`src/rtl/bitbakery_tx_frame_sequencer_if.sv`:
```
// Handshake between the frame sequencer and the byte-level 8E1 transmitter,
// plus the sequencer's frame status outputs.
interface bitbakery_tx_frame_sequencer_if;
  logic       tx_start;
  logic [7:0] tx_data;
  logic       tx_done;
  logic [7:0] byte_index;
  logic       busy;
  logic       frame_done;

  modport master (
    output tx_start, tx_data, byte_index, busy, frame_done,
    input  tx_done
  );

  modport slave (
    input  tx_start, tx_data, byte_index, busy, frame_done,
    output tx_done
  );
endinterface

```
`src/rtl/bitbakery_tx_frame_sequencer.sv`:
```
// Snapshots game state and serialises it as a 133-byte frame over a start/done
// byte handshake. Define BITBAKERY_TX_CHECKSUM_EN to send an XOR checksum as the trailer.
module bitbakery_tx_frame_sequencer #(
  parameter logic [7:0]  HEADER_BYTE  = 8'hA5,
  parameter logic [7:0]  TRAILER_BYTE = 8'h5A,
  parameter int unsigned GAP_CYCLES   = 1000
) (
  input  logic                                  clock,
  input  logic                                  reset,
  input  logic                                  enable,
  input  logic [7:0]                            D0,
  input  logic [7:0]                            D1,
  input  logic [7:0]                            D2,
  input  logic [511:0]                          map_obstacles,
  input  logic [511:0]                          map_objectives,
  bitbakery_tx_frame_sequencer_if.master        tx
);

  localparam int unsigned      GAP_W    = (GAP_CYCLES > 0) ? $clog2(GAP_CYCLES + 1) : 1;
  localparam logic [GAP_W-1:0] GAP_LAST = GAP_W'(GAP_CYCLES - 1);
  localparam logic [7:0]       LAST_IDX = 8'd132;

  typedef enum logic [2:0] {IDLE, LOAD, SEND, WAIT, GAP} state_t;

  state_t           state;
  logic             advance;
  logic [GAP_W-1:0] gap_cnt;
  logic             tx_start_q;
  logic [7:0]       tx_data_q;
  logic [7:0]       byte_idx;
  logic             busy_q;
  logic             frame_done_q;
  logic [7:0]       snap_d0, snap_d1, snap_d2;
  logic [511:0]     snap_obs, snap_obj;
  logic [7:0]       frame_byte;
  logic [7:0]       trailer;
  logic [5:0]       obs_k, obj_k;

`ifdef BITBAKERY_TX_CHECKSUM_EN
  logic [7:0] csum;
  assign trailer = csum;
`else
  assign trailer = TRAILER_BYTE;
`endif

  assign obs_k = 6'(byte_idx - 8'd4);
  assign obj_k = 6'(byte_idx - 8'd68);

  // NOTE: every path assigns frame_byte, so this stays pure combinational (no latch).
  always_comb begin
    if (byte_idx == 8'd0)       frame_byte = HEADER_BYTE;
    else if (byte_idx == 8'd1)  frame_byte = snap_d0;
    else if (byte_idx == 8'd2)  frame_byte = snap_d1;
    else if (byte_idx == 8'd3)  frame_byte = snap_d2;
    else if (byte_idx < 8'd68)  frame_byte = snap_obs[{obs_k, 3'b000} +: 8];
    else if (byte_idx < 8'd132) frame_byte = snap_obj[{obj_k, 3'b000} +: 8];
    else                        frame_byte = trailer;
  end

  // advance marks the cycle that registers the incremented index; SEND follows it,
  // so tx_start lands exactly two cycles after the accepted tx_done.
  // NOTE: all state here uses non-blocking assignments so every flop sees pre-edge values.
  always_ff @(posedge clock) begin
    if (reset) begin
      state        <= IDLE;
      advance      <= 1'b0;
      gap_cnt      <= '0;
      tx_start_q   <= 1'b0;
      tx_data_q    <= 8'h00;
      byte_idx     <= 8'd0;
      busy_q       <= 1'b0;
      frame_done_q <= 1'b0;
      // NOTE: the snapshot is a plain register bank, not a RAM, so it can be reset.
      snap_d0      <= 8'h00;
      snap_d1      <= 8'h00;
      snap_d2      <= 8'h00;
      snap_obs     <= '0;
      snap_obj     <= '0;
`ifdef BITBAKERY_TX_CHECKSUM_EN
      csum         <= 8'h00;
`endif
    end else begin
      tx_start_q   <= 1'b0;
      frame_done_q <= 1'b0;
      unique case (state)
        IDLE: begin
          if (enable) begin
            state  <= LOAD;
            busy_q <= 1'b1;
          end
        end
        LOAD: begin
          snap_d0    <= D0;
          snap_d1    <= D1;
          snap_d2    <= D2;
          snap_obs   <= map_obstacles;
          snap_obj   <= map_objectives;
          byte_idx   <= 8'd0;
          tx_data_q  <= HEADER_BYTE;
          tx_start_q <= 1'b1;
          state      <= SEND;
`ifdef BITBAKERY_TX_CHECKSUM_EN
          csum       <= 8'h00;
`endif
        end
        SEND: state <= WAIT;
        WAIT: begin
          if (advance) begin
            advance    <= 1'b0;
            tx_data_q  <= frame_byte;
            tx_start_q <= 1'b1;
            state      <= SEND;
`ifdef BITBAKERY_TX_CHECKSUM_EN
            if (byte_idx != LAST_IDX) csum <= csum ^ frame_byte;
`endif
          end else if (tx.tx_done) begin
            if (byte_idx != LAST_IDX) begin
              byte_idx <= byte_idx + 8'd1;
              advance  <= 1'b1;
            end else begin
              frame_done_q <= 1'b1;
              if (GAP_CYCLES > 0) begin
                state   <= GAP;
                gap_cnt <= '0;
                busy_q  <= 1'b0;
              end else if (enable) begin
                state <= LOAD;
              end else begin
                state  <= IDLE;
                busy_q <= 1'b0;
              end
            end
          end
        end
        GAP: begin
          if (gap_cnt == GAP_LAST) begin
            gap_cnt <= '0;
            if (enable) begin
              state  <= LOAD;
              busy_q <= 1'b1;
            end else begin
              state <= IDLE;
            end
          end else begin
            gap_cnt <= gap_cnt + 1'b1;
          end
        end
        default: state <= IDLE;
      endcase
    end
  end

  assign tx.tx_start   = tx_start_q;
  assign tx.tx_data    = tx_data_q;
  assign tx.byte_index = byte_idx;
  assign tx.busy       = busy_q;
  assign tx.frame_done = frame_done_q;

endmodule

```
`src/flat_wrapper.sv`:
```
// flat-port wrapper written by rule: the top's interface ports become plain ports
module bitbakery_tx_frame_sequencer_flat 
#(
  parameter logic [7:0]  HEADER_BYTE  = 8'hA5,
  parameter logic [7:0]  TRAILER_BYTE = 8'h5A,
  parameter int unsigned GAP_CYCLES   = 1000
)
  (clock, reset, enable, D0, D1, D2, map_obstacles, map_objectives, tx_tx_start, tx_tx_data, tx_byte_index, tx_busy, tx_frame_done, tx_tx_done);
  bitbakery_tx_frame_sequencer_if tx_i ();
  input  logic clock;
  input  logic reset;
  input  logic enable;
  input  logic [7:0] D0;
  input  logic [7:0] D1;
  input  logic [7:0] D2;
  input  logic [511:0] map_obstacles;
  input  logic [511:0] map_objectives;
  output wire logic [$bits(tx_i.tx_start)-1:0] tx_tx_start;
  output wire logic [$bits(tx_i.tx_data)-1:0] tx_tx_data;
  output wire logic [$bits(tx_i.byte_index)-1:0] tx_byte_index;
  output wire logic [$bits(tx_i.busy)-1:0] tx_busy;
  output wire logic [$bits(tx_i.frame_done)-1:0] tx_frame_done;
  input wire logic [$bits(tx_i.tx_done)-1:0] tx_tx_done;
  assign tx_tx_start = tx_i.tx_start;
  assign tx_tx_data = tx_i.tx_data;
  assign tx_byte_index = tx_i.byte_index;
  assign tx_busy = tx_i.busy;
  assign tx_frame_done = tx_i.frame_done;
  assign tx_i.tx_done = tx_tx_done;
  bitbakery_tx_frame_sequencer #(.HEADER_BYTE(HEADER_BYTE), .TRAILER_BYTE(TRAILER_BYTE), .GAP_CYCLES(GAP_CYCLES)) u_core (.clock(clock), .reset(reset), .enable(enable), .D0(D0), .D1(D1), .D2(D2), .map_obstacles(map_obstacles), .map_objectives(map_objectives), .tx(tx_i));
endmodule
```
`config.mk`:
```
export PLATFORM = sky130hd
export DESIGN_NAME = bitbakery_tx_frame_sequencer_flat
export DESIGN_NICKNAME = d
export VERILOG_FILES = /design/src/rtl/bitbakery_tx_frame_sequencer_if.sv /design/src/rtl/bitbakery_tx_frame_sequencer.sv /design/src/flat_wrapper.sv
export SDC_FILE = /design/constraint.sdc
export NUM_CORES = 2
export LEC_CHECK = 0
export BUFFER_PORTS_ARGS = -buffer_cell sky130_fd_sc_hd__buf_2
export CORE_AREA = 3 3 413 415
export CTS_BUF_LIST = sky130_fd_sc_hd__clkbuf_2 sky130_fd_sc_hd__clkbuf_4 sky130_fd_sc_hd__clkbuf_8
export DETAILED_ROUTE_END_ITERATION = 10
export DIE_AREA = 0 0 416 418
export PLACE_DENSITY = 0.53
export SYNTH_ARGS = -nofsm -noshare
export SYNTH_HDL_FRONTEND = slang
export SYNTH_SLANG_ARGS = --single-unit
```
`constraint.sdc`:
```
create_clock -name clock -period 3.4 [get_ports clock]
set_input_delay 0.34 -clock clock [delete_from_list [all_inputs] [get_ports clock]]
set_output_delay 0.34 -clock clock [all_outputs]
set_load 0.05 [all_outputs]
```
After elaboration in Yosys (flattened, before gate mapping)
Index checks and enable logic that the tools add are counted.
{"block": "totals", "ff_bits": 1081, "input_bits": 1052, "out_inout_bits": 19, "elab_cells": 88}
{"block": "classes", "addsub": 4, "order_cmp": 2, "eq_ne": 18, "n_shift": 2, "mux": 36, "bitwise_logic": 2, "reduce_logical": 11}
{"cell": "variable part select 512 x 10 -> 8 bit", "count": 2}
{"cell": "two-way mux 8 bit", "count": 10}
{"cell": "two-way mux 10 bit", "count": 4}
{"cell": "case mux 8 bit (2 select lines)", "count": 2}
{"cell": "case mux 10 bit (2 select lines)", "count": 1}
{"cell": "equality test 8 x 2 -> 1 bit (second input constant)", "count": 2}
{"cell": "two-way mux 3 bit", "count": 5}
{"cell": "case mux 3 bit (5 select lines)", "count": 1}
{"cell": "AND reduction 4 bit", "count": 3}
{"cell": "subtractor 6 x 3 -> 6 bit (second input constant)", "count": 2}
{"cell": "two-way mux 1 bit", "count": 11}
{"cell": "adder 10 x 1 -> 10 bit (second input constant)", "count": 1}
{"cell": "equality test 10 bit (second input constant)", "count": 1}
{"cell": "adder 8 x 1 -> 8 bit (second input constant)", "count": 1}
{"cell": "equality test 8 x 1 -> 1 bit (second input constant)", "count": 1}
{"cell": "zero test 8 bit", "count": 1}
{"cell": "less-than comparator 8 x 7 -> 1 bit (second input constant)", "count": 1}
{"cell": "less-than comparator 8 bit (second input constant)", "count": 1}
{"cell": "inequality test 2 bit (second input constant)", "count": 4}
{"cell": "inequality test 8 bit (second input constant)", "count": 1}
{"cell": "equality test 3 x 2 -> 1 bit (second input constant)", "count": 2}
{"cell": "inequality test 2 x 1 -> 1 bit (second input constant)", "count": 3}
{"cell": "inequality test 3 x 2 -> 1 bit (second input constant)", "count": 2}
{"cell": "AND reduction 5 bit", "count": 1}
{"cell": "other kinds (10)", "count": 12}

Logic depth before layout (Yosys ltp)
{"block": "logic_depth", "word_depth": 10, "depth_mapped": 16, "ltp_nobuf": 8}

Worst setup path after synthesis
Ideal clock, no wire load.
{"block": "synth_path", "path_type": "flip-flop to flip-flop", "start": "register u_core.byte_idx[2], in the netlist u_core.tx.byte_index[2]", "end": "register u_core.tx_data_q[3], in the netlist u_core.tx.tx_data[3]", "setup_time_ns": 0.092, "arrival_ns": 3.396, "required_ns": 3.308, "path_slack_ns": -0.089, "path_stages_with_launch": 15, "n_path_buf": 6, "synth_period_minus_slack_ns": 3.489, "cell_sequence": "dfxtp_1 -> buf_2 -> inv_1 -> clkbuf_1 -> clkbuf_1 -> ha_1 -> buf_2 -> clkinv_1 -> buf_2 -> buf_2 -> a221oi_1 -> o21ai_0 -> a31oi_1 -> nand2_1 -> o32ai_1"}
{"block": "synth_via", "elab_chain_len": 10, "word_cells_on_any_way": 18, "classes_between": "2 x add/sub; 2 x order compare; 3 x eq/ne; 2 x shift; 8 x mux; 1 x reduce/logical"}
{"item": "start, declared", "line": "bitbakery_tx_frame_sequencer.sv:30", "text": "logic [7:0] byte_idx;"}
{"item": "start signal, assigned", "line": "bitbakery_tx_frame_sequencer.sv:118", "text": "byte_idx <= byte_idx + 8'd1;"}
{"item": "subtractor 6 x 3 -> 6 bit", "line": "bitbakery_tx_frame_sequencer.sv:46, bitbakery_tx_frame_sequencer.sv:47"}
{"item": "variable part select 512 x 10 -> 8 bit", "line": "bitbakery_tx_frame_sequencer.sv:56", "text": "else if (byte_idx < 8'd132) frame_byte = snap_obj[{obj_k, 3'b000} +: 8];"}
{"item": "two-way mux 8 bit", "line": "bitbakery_tx_frame_sequencer.sv:56"}
{"item": "two-way mux 8 bit", "line": "bitbakery_tx_frame_sequencer.sv:55", "text": "else if (byte_idx < 8'd68) frame_byte = snap_obs[{obs_k, 3'b000} +: 8];"}
{"item": "two-way mux 8 bit", "line": "bitbakery_tx_frame_sequencer.sv:54", "text": "else if (byte_idx == 8'd3) frame_byte = snap_d2;"}
{"item": "two-way mux 8 bit", "line": "bitbakery_tx_frame_sequencer.sv:53", "text": "else if (byte_idx == 8'd2) frame_byte = snap_d1;"}
{"item": "two-way mux 8 bit", "line": "bitbakery_tx_frame_sequencer.sv:52", "text": "else if (byte_idx == 8'd1) frame_byte = snap_d0;"}
{"item": "two-way mux 8 bit *", "line": "bitbakery_tx_frame_sequencer.sv:51", "text": "if (byte_idx == 8'd0) frame_byte = HEADER_BYTE;"}
{"item": "two-way mux 8 bit *", "line": "bitbakery_tx_frame_sequencer.sv:108", "text": "if (advance) begin"}
{"item": "case mux 8 bit (2 select lines) *", "line": "bitbakery_tx_frame_sequencer.sv:85", "text": "unique case (state)"}
{"item": "end signal, assigned", "line": "bitbakery_tx_frame_sequencer.sv:110", "text": "tx_data_q <= frame_byte;"}
{"item": "end, declared", "line": "bitbakery_tx_frame_sequencer.sv:29", "text": "logic [7:0] tx_data_q;"}
Every way passes the cells marked *; elsewhere a longest branch is shown, timed or not. The select of a mux whose other input is x is not followed.
A chain may end at the register's enable or synchronous reset.

Final worst setup path
{"block": "layout_path", "start": "register u_core.byte_idx[2], in the netlist u_core.tx.byte_index[2]", "end": "register u_core.tx_data_q[4], in the netlist u_core.tx.tx_data[4]"}
The elaborated chain is that of the path after synthesis.

==> flow_summary.toml <==
[power_and_ir_drop]
p_clk_frac = 0.367
switching_share = 0.3142
p_per_area_mw_per_mm2 = 529.5
switching_power_uw = 11480
seq_power_share = 0.419
intPower_uw = 25050
leakagePower_uw = 0.02682
ir_drop_v = 0.0003480
p_comb_frac = 0.215

[die]
ios = 1071
floorplan.rows = 150
die_y_um = 418
die-area_mm2 = 0.1739
die_w_um = 416
core_area_mm2 = 0.1670
initial_core_util = 0.2758

[logic_synthesis]
synth_cells = 5492
synth_edf_count = 0
avgSynthCellArea_um2 = 8.389
ys_types = 74
synth-seq-area-share = 0.4697
synth_flop_cell = "dfxtp_1"
ys_ff_latch = 1081
async_flop_share = 0
synth_area_mm2 = 0.04607
synth_fp_nets = 6552
synth_warnings = 0

[clocking]
clkSlewWorstSetupHoldPaths_ps = 60
clockRootBuffer = "clkbuf_8"
htreeDepth = 4
clock_latency_ps = 900
cts_max_path_buffers = 3
numCtsBuffers = 190
cts_tree = "yes"
clock-sinks = 1081

[run]
maxCapViolCount = 0

[routing]
drtPass1Iterations = 6
dr_total_vias = 49550
drc = 0
ant_nets = 0
drt_wl_total_um = 230100
dr.first_iter.drc_count = 4276
wl_per_cell_um = 23.24
vias_per_cell = 5.006

[placement]
io_buffers = 1070
place_area_mm2 = 0.05375
dp_hpwl_um = 162800
place_ws_ps = -154.3
gp_congestion = 0.9278

[critical_path]
r2r-start = "u_core.tx.byte_index[2]"
reg2reg_to = "u_core.tx.tx_data[4]"
startpoint_type = "flip-flop"
cp.required_ps = 4170
ff2ff_setup_slack_ps = 230
worstSetupEndpointType = "flip-flop"
reg2regPathDepth = 9
worstSetupPathType = "reg -> reg"
path_max_fanout = 35
crit_arrival_ps = 3940

[timing]
drv_slew = 0
worstMarginPinSlew_ps = 840.1
hold_viol = 0
fin_crit_sh = 0.9325
worst_slack_ps = 229.5
final.setup.tns_ps = 0
slew-limit-headroom = 0.4400
rsz0062_at_grt = "false"
max_freq_ghz = 0.3154
setup_violations = 0
fin_crit_ps = 3171
hold_ws_ps = 148.8
skew_ps = 46.31

[min_path]
hold_path.class = "in -> reg"
hold_path_depth = 3
min_from = "reset"
min_to = "u_core.snap_obj[369]"

[global_route]
grt_util_all_layers = 0.2540
grt_max_degree = 159
overflow = 0
grt_pass1_wl_um = 328000
grt_pass1_vias = 50320
antenna_found_initial = 40

[layout]
area_growth_pct = 49.74
final_area_mm2 = 0.06898
finish.net_count = 8579
fin_util = 0.4130
drive_gt1_frac = 0.2353

[run_status]
status = "finished, final reports clean"
critical path, stage by stage (launching register included):
cell and delay (ps):
dfxtp_4 510, clkinv_2 130, ha_4 280, inv_4 300, buf_12 300, mux2i_1 350, a211oi_1 210, nor4b_2 560
buf_4 230, o32ai_1 70
state kept, by name (all words and copies together) (netlist names):
name	cells
u_core.snap_obj	512
u_core.snap_obs	512
u_core.gap_cnt	10
u_core.snap_d0	8
u_core.snap_d1	8
u_core.snap_d2	8
u_core.tx.byte_index	8
u_core.tx.tx_data	8
u_core.state	3
u_core.advance	1
u_core.tx.busy	1
u_core.tx.frame_done	1
u_core.tx.tx_start	1
metal layers:
metal / global-route usage / vias up / wire length, um
met4: 0.2035 / 22 / 19730
met3: 0.05625 / 893 / 15290
li1: - / 22690 / -
met2: 0.3899 / 2355 / 103400
met5: 0 / - / 131
met1: 0.3070 / 23590 / 91540
cells in the mapped netlist, drive strengths merged, types with 5 or more instances:
cell type / n / share of area
a211oi: 15 / 0.0024
a21oi: 1069 / 0.12
a221oi: 12 / 0.0024
a22oi: 15 / 0.0024
a31oi: 8 / 0.0011
and2: 5 / 0.00068
and3: 15 / 0.0020
buf: 78 / 0.013
clkbuf: 374 / 0.030
dfxtp: 1081 / 0.47
ha: 8 / 0.0022
inv: 13 / 0.0011
mux2i: 68 / 0.015
mux4: 255 / 0.13
nand2: 2221 / 0.18
nand2b: 6 / 0.00081
nand3: 39 / 0.0042
nand4: 9 / 0.0012
nor2: 50 / 0.0041
nor2b: 7 / 0.00095
nor3: 15 / 0.0017
nor4: 11 / 0.0015
o21ai: 20 / 0.0022
o221ai: 5 / 0.00095
o22ai: 9 / 0.0012
xnor2: 11 / 0.0021
xor2: 5 / 0.0011
through the flow:
| stage | power, uW | instances |
|---|---|---|
| floorplan | 19180 | 5492 |
| global placement | 22130 | 8444 |
| detailed placement | 22200 | 8444 |
| CTS | 36640 | 9869 |
| global route | 38150 | 9893 |
| finish | 36530 | 9898 |
worst max path at each step:
stage	startpoint	end	slack, ps	cells past startpoint
floorplan	u_core.tx.byte_index[2]	u_core.tx.tx_data[4]	80	11
global placement	u_core.tx.byte_index[0]	u_core.tx.tx_data[1]	-100	6
detailed placement	u_core.tx.byte_index[0]	u_core.tx.tx_data[1]	-150	6
CTS	u_core.tx.byte_index[0]	u_core.tx.tx_data[1]	50	7
global route	u_core.tx.byte_index[2]	u_core.tx.tx_data[3]	90	8
finish	u_core.tx.byte_index[2]	u_core.tx.tx_data[4]	230	9
cells by family after synthesis:
kind of cell	Yosys count	synth area share
xor gates and xnor gates	16	0.003205
muxes	325	0.1411
and+or+nand+nor	2404	0.2031
adders and majority gates	8	0.002173
AOI/OAI and AO/OA	1192	0.1362
DFF	1081	0.4697
buffers and inverters	466	0.04454
cell type report:
class	instances	area [um^2]
Inverter	14	56.30
Clock buffer	294	3709
Antenna cell	27	67.56
Timing Repair Buffer	2287	17760
Multi-Input combinational cell	3945	22430
Fill cell	16490	98050
Sequential cell	1081	21650
Clock inverter	46	549.3
Tap cell	2204	2758
power groups by stage:
stage               clock network, uW  logic, uW  registers (uW)
detailed placement                  0       6700           15500
CTS                             13600       7750           15200
global placement                    0       6630           15500
finish                          13400       7840           15300
floorplan                           0       4170           15000
global route                    14200       8540           15400
what timing repair did:
action	4_1_cts	5_1_grt
resized for setup	1	0
endpoints found under the hold margin	1054	0
hold buffers	1084	0
endpoints found under the setup margin	3	1
buffers inserted	1	2
cell usage in the layout (no fill, tap or decap), drive strengths merged, types with 39 or more instances in the layout:
cell,netlist,layout
nand2,2221,2221
buf,78,1203
dlygate4sd3,0,1084
dfxtp,1081,1081
a21oi,1069,1069
clkbuf,374,294
mux4,255,255
mux2i,68,68
nor2,50,50
nand3,39,39
Power figures use the tool's default switching activity.
